### src/rtl/counter_sequencer.sv
// Command sequencer for a loadable up/down counter.
// Commands {start value, step count, direction} are queued in a small FIFO.
// Each one is run as load -> count for N clocks -> report the final count.
module counter_sequencer #(
  parameter int BIT_WIDTH  = 4,
  parameter int STEP_WIDTH = 8,
  parameter int FIFO_DEPTH = 2
) (
  input  logic                  CLK,
  input  logic                  reset,
  input  logic                  cmd_valid,
  output logic                  cmd_ready,
  input  logic [BIT_WIDTH-1:0]  cmd_load,
  input  logic [STEP_WIDTH-1:0] cmd_steps,
  input  logic                  cmd_dir,
  input  logic                  abort,
  output logic                  cnt_load_en,
  output logic [BIT_WIDTH-1:0]  cnt_load,
  output logic                  cnt_en,
  output logic                  chnge,
  input  logic [BIT_WIDTH-1:0]  cnt_value,
  output logic                  busy,
  output logic                  done,
  output logic [BIT_WIDTH-1:0]  done_value,
  output logic                  wrap
);

  localparam int AW = $clog2(FIFO_DEPTH);
  localparam int EW = BIT_WIDTH + STEP_WIDTH + 1;
  localparam logic [AW:0]         PTR_ONE  = 1;
  localparam logic [STEP_WIDTH-1:0] STEP_ONE = 1;

  typedef enum logic [1:0] {
    IDLE,
    LOAD,
    RUN,
    FINISH
  } state_t;

  state_t state, next_state;

  logic [EW-1:0]         fifo_mem [FIFO_DEPTH];
  logic [AW:0]           wr_ptr, rd_ptr;
  logic                  full, empty;
  logic                  push, pop;
  logic [EW-1:0]         head;

  logic [BIT_WIDTH-1:0]  cur_load;
  logic [STEP_WIDTH-1:0] cur_steps;
  logic                  cur_dir;
  logic [STEP_WIDTH-1:0] steps_left;
  logic [BIT_WIDTH-1:0]  done_value_q;

  // The extra pointer bit tells a full FIFO apart from an empty one.
  assign empty = (wr_ptr == rd_ptr);
  assign full  = (wr_ptr[AW] != rd_ptr[AW]) && (wr_ptr[AW-1:0] == rd_ptr[AW-1:0]);

  // Ready is blocked while a flush is requested, so no push is lost to it.
  assign cmd_ready = !full && !abort && !reset;
  assign push      = cmd_valid && cmd_ready;
  assign pop       = (state == IDLE) && !empty && !abort;
  assign head      = fifo_mem[rd_ptr[AW-1:0]];

  // FIFO pointers: abort empties the queue by rewinding both pointers.
  always_ff @(posedge CLK or posedge reset) begin
    if (reset) begin
      wr_ptr <= '0;
      rd_ptr <= '0;
    end else if (abort) begin
      wr_ptr <= '0;
      rd_ptr <= '0;
    end else begin
      if (push) wr_ptr <= wr_ptr + PTR_ONE;
      if (pop)  rd_ptr <= rd_ptr + PTR_ONE;
    end
  end

  // FIFO storage: written at the write pointer on every accepted command.
  always_ff @(posedge CLK or posedge reset) begin
    if (reset) begin
      for (int i = 0; i < FIFO_DEPTH; i++) fifo_mem[i] <= '0;
    end else if (push) begin
      fifo_mem[wr_ptr[AW-1:0]] <= {cmd_load, cmd_steps, cmd_dir};
    end
  end

  // State register.
  always_ff @(posedge CLK or posedge reset) begin
    if (reset) state <= IDLE;
    else       state <= next_state;
  end

  // Next-state logic; abort always returns to IDLE.
  always_comb begin
    next_state = state;
    case (state)
      IDLE:    if (!empty) next_state = LOAD;
      LOAD:    next_state = (cur_steps == '0) ? FINISH : RUN;
      RUN:     if (steps_left <= STEP_ONE) next_state = FINISH;
      FINISH:  next_state = IDLE;
      default: next_state = IDLE;
    endcase
    if (abort) next_state = IDLE;
  end

  // Current command registers, captured when the head is popped in IDLE.
  always_ff @(posedge CLK or posedge reset) begin
    if (reset) begin
      cur_load  <= '0;
      cur_steps <= '0;
      cur_dir   <= 1'b0;
    end else if (pop) begin
      {cur_load, cur_steps, cur_dir} <= head;
    end
  end

  // Remaining enabled clocks; loaded in LOAD and never taken below zero.
  always_ff @(posedge CLK or posedge reset) begin
    if (reset) begin
      steps_left <= '0;
    end else if (state == LOAD) begin
      steps_left <= cur_steps;
    end else if (state == RUN && steps_left != '0) begin
      steps_left <= steps_left - STEP_ONE;
    end
  end

  // Completion value is held here between done pulses.
  always_ff @(posedge CLK or posedge reset) begin
    if (reset)     done_value_q <= '0;
    else if (done) done_value_q <= cnt_value;
  end

  // Counter control and status outputs, decoded from registered state.
  always_comb begin
    cnt_load_en = (state == LOAD);
    cnt_en      = (state == RUN);
    cnt_load    = cur_load;
    chnge       = cur_dir;
    done        = (state == FINISH) && !abort;
    done_value  = done ? cnt_value : done_value_q;
    busy        = (state != IDLE) || !empty;
    wrap        = cnt_en && ((chnge && cnt_value == '1) || (!chnge && cnt_value == '0));
  end

endmodule

### config.mk
export PLATFORM = sky130hd
export DESIGN_NAME = counter_sequencer
export DESIGN_NICKNAME = d
export VERILOG_FILES = /design/src/rtl/counter_sequencer.sv
export SDC_FILE = /design/constraint.sdc
export NUM_CORES = 1
export LEC_CHECK = 0
export ABC_AREA = 1
export BUFFER_PORTS_ARGS = -buffer_cell sky130_fd_sc_hd__buf_2
export CORE_AREA = 2 2 91 93
export DETAILED_ROUTE_END_ITERATION = 10
export DIE_AREA = 0 0 93 95
export SETUP_SLACK_MARGIN = 0.5
export SKIP_CTS_REPAIR_TIMING = 1
export SYNTH_ARGS = -nofsm -noshare
export SYNTH_HDL_FRONTEND = slang
export SYNTH_SLANG_ARGS = --single-unit
export TNS_END_PERCENT = 50
### constraint.sdc
create_clock -name CLK -period 5.1 [get_ports CLK]
set_input_delay 1.02 -clock CLK [delete_from_list [all_inputs] [get_ports CLK]]
set_output_delay 1.02 -clock CLK [all_outputs]
set_load 0.02 [all_outputs]
==> flow_metrics.py <==
metrics = {
    "sta": {
        "hold_viol": 0,
        "fin_setup_tns_ns": 0,
        "fin_crit_ns": 3.11,
        "whs_ns": 0.477,
        "max-slew-margin-rel_pct": 60.7,
        "final_max_slew_viol_count": 0,
        "rsz0062_at_grt": "false",
        "fmax_mhz": 321,
        "finClkSkew_ns": 0.0123,
        "finalSetupViolCount": 0,
        "period_share_pct": 61.1,
        "max_slew.worst_pin.slew_ns": 0.590,
    },
    "critical_path": {
        "reg2reg_to": "fifo_mem[12]$_DFFE_PP0P_",
        "cp.required_ns": 4.08,
        "path_max_fanout": 14,
        "crit_path_start_kind": "input pin",
        "reg2reg_from": "rd_ptr[0]$_DFFE_PP0P_",
        "path_class": "in -> out",
        "cp-end-kind": "primary output",
        "cp-startpoint": "abort",
        "rrSetupSlack_ns": 2.95,
        "reg2reg_depth": 7,
        "crit_arrival_ns": 2.09,
    },
    "detailed_routing": {
        "routed_wl_mm": 5.98,
        "first_pass_iters": 4,
        "wl_per_cell_um": 11.4,
        "num_vias": 2431,
        "ant_nets": 0,
        "drt_iter0_drc": 143,
        "drc": 0,
        "viasPerCell": 4.61,
    },
    "floorplanning": {
        "initial_core_util_pct": 38.8,
        "rows": 33,
        "core_area_mm2": 0.00793,
        "die_y_um": 95,
        "design.die.area_mm2": 0.00884,
        "die_w_um": 93,
        "pin_count": 36,
    },
    "min_path": {
        "hold_start": "done_value_q[3]$_DFF_PP0_",
        "hp-class": "reg -> reg",
        "min_delay_worst_endpoint": "done_value_q[3]$_DFF_PP0_",
        "min_delay_path_depth": 2,
    },
    "power_and_ir_drop": {
        "p_leak_nw": 1.86,
        "total_power_w": 0.00206,
        "vdd_drop_max_v": 0.000238,
        "p_per_area_mw_per_mm2": 584,
    },
    "synthesis": {
        "ys_ff_latch": 57,
        "syn_area_mm2": 0.00307,
        "syn_nets": 410,
        "ys_types": 24,
        "synth-warning-count": 0,
        "syn_inst": 381,
        "avgSynthCellArea_um2": 8.07,
        "ys_seq_area_share_pct": 46.4,
    },
    "layout": {
        "nets": 446,
        "final_common_cell": "nand2_1",
        "final_cells": 527,
        "area_growth_syn_to_layout_pct": 15.0,
        "final_cell_mix": "nand2_1, dfrtp_1, inv_1",
        "drive_gt1_share_pct": 24.4,
        "diodes": 0,
    },
    "placement": {
        "hpwl_mm": 4.23,
        "dp_cells": 511,
        "place_congestion": 0.801,
        "port_buffers": 35,
    },
    "grt": {
        "grt_pass1_wl_mm": 10.4,
        "first_global_vias": 2279,
        "grt_usage_pct": 15.2,
        "antenna_found_initial": 0,
        "grt_max_degree": 39,
        "overflow": 0,
    },
    "clock_network": {
        "cts.sinks": 57,
        "cts_buffers": 9,
        "clk_pin_slew_worst_paths_ns": 0.07,
        "root_buffer": "clkbuf_8",
        "clk_latency_ns": 0.34,
        "cts_max_path_buffers": 2,
        "htreeDepth": 3,
        "cts_tree": "done",
    },
    "job": {
        "max_cap_violations": 0,
    },
    "status": {
        "status": "completed",
    },
}
synthesized netlist by cell type:
| cell type | instances | area [µm²] |
|---|---|---|
| nand2_1 | 140 | 526 |
| dfrtp_1 | 57 | 1430 |
| inv_1 | 38 | 143 |
| o21ai_2 | 27 | 236 |
| o21ai_0 | 26 | 130 |
| nor2_1 | 23 | 86.3 |
| nand3_1 | 16 | 80.1 |
| nand2_2 | 15 | 93.8 |
| ha_1 | 8 | 100 |
| buf_6 | 5 | 56.3 |
| a21oi_1 | 4 | 20.0 |
| clkbuf_1 | 4 | 15.0 |
| nand2_4 | 3 | 33.8 |
| inv_2 | 2 | 7.51 |
| nand4_1 | 2 | 12.5 |
| nand4_4 | 2 | 42.5 |
| nor3_1 | 2 | 10.0 |
| a41oi_1 | 1 | 8.76 |
| buf_2 | 1 | 5.00 |
| clkbuf_2 | 1 | 5.00 |
| nor2_4 | 1 | 11.3 |
| o21bai_1 | 1 | 7.51 |
| xnor2_1 | 1 | 8.76 |
| xor2_1 | 1 | 8.76 |
area by class of cell:
| cell class | instances | area (µm²) |
|---|---|---|
| fillers | 826 | 4390 |
| flip-flops and latches | 57 | 1430 |
| multi-input cells | 273 | 1420 |
| repair buffers | 36 | 183 |
| inverters | 40 | 150 |
| clock buffers | 10 | 138 |
| well taps | 105 | 131 |
| clock inverters | 6 | 90.1 |
report_power, final:
group | total, W | internal [W] | leakage [nW] | switching (W)
combinational | 0.000805 | 0.000292 | 1.01 | 0.000514
clock | 0.000479 | 0.000290 | 0.113 | 0.000190
sequential | 0.000778 | 0.000638 | 0.732 | 0.000140
per-layer routing:
metal / vias up / GRT usage (%) / routed length, µm
met1: 1102 / 20.1 / 2940
met2: 38 / 23.2 / 2710
met3: 9 / 5.03 / 229
li1: 1282 / - / -
met4: 0 / 5.88 / 97
met5: - / 0 / 0
worst max-delay path by stage:
stage | end | slack, ns | cells past startpoint
5_1_grt | done_value[3] | 1.86 | 7
3_5_place_dp | done_value[2] | 1.98 | 5
4_1_cts | done_value[2] | 2.00 | 5
6_report | done_value[2] | 1.99 | 5
2_1_floorplan | done_value[2] | 2.24 | 3
3_3_place_gp | done_value[2] | 2.06 | 5
per-stage QoR:
stage	setup slack [ns]	util, %	area [µm²]
6_report	1.99	44.6	3530
5_1_grt	1.86	44.6	3530
4_1_cts	2.00	44.6	3530
3_5_place_dp	1.98	41.7	3310
3_3_place_gp	2.06	41.7	3310
2_1_floorplan	2.24	-	3070
cell families (layout without fill, tap and decap cells):
group	count (synthesis)	count (layout)	share of synthesized area, %
AOI/OAI and AO/OA	59	59	13.1
xor gates and xnor gates	2	2	0.570
DFF	57	57	46.4
and+or+nand+nor	204	204	29.1
buffers and inverters	51	92	7.53
adders and majority gates	8	8	3.26
state kept, by name, indices dropped and copies added, names as in the netlist:
register,cells
chnge,1
cnt_load,4
state,2
cur_steps,8
done_value_q,4
steps_left,8
rd_ptr,2
wr_ptr,2
fifo_mem,26
critical path, stage by stage:
cell,delay (ns)
buf_2,0.19
inv_1,0.23
nand2_1,0.19
o21ai_0,0.26
buf_2,0.21
(Power assumes the default switching activity.)
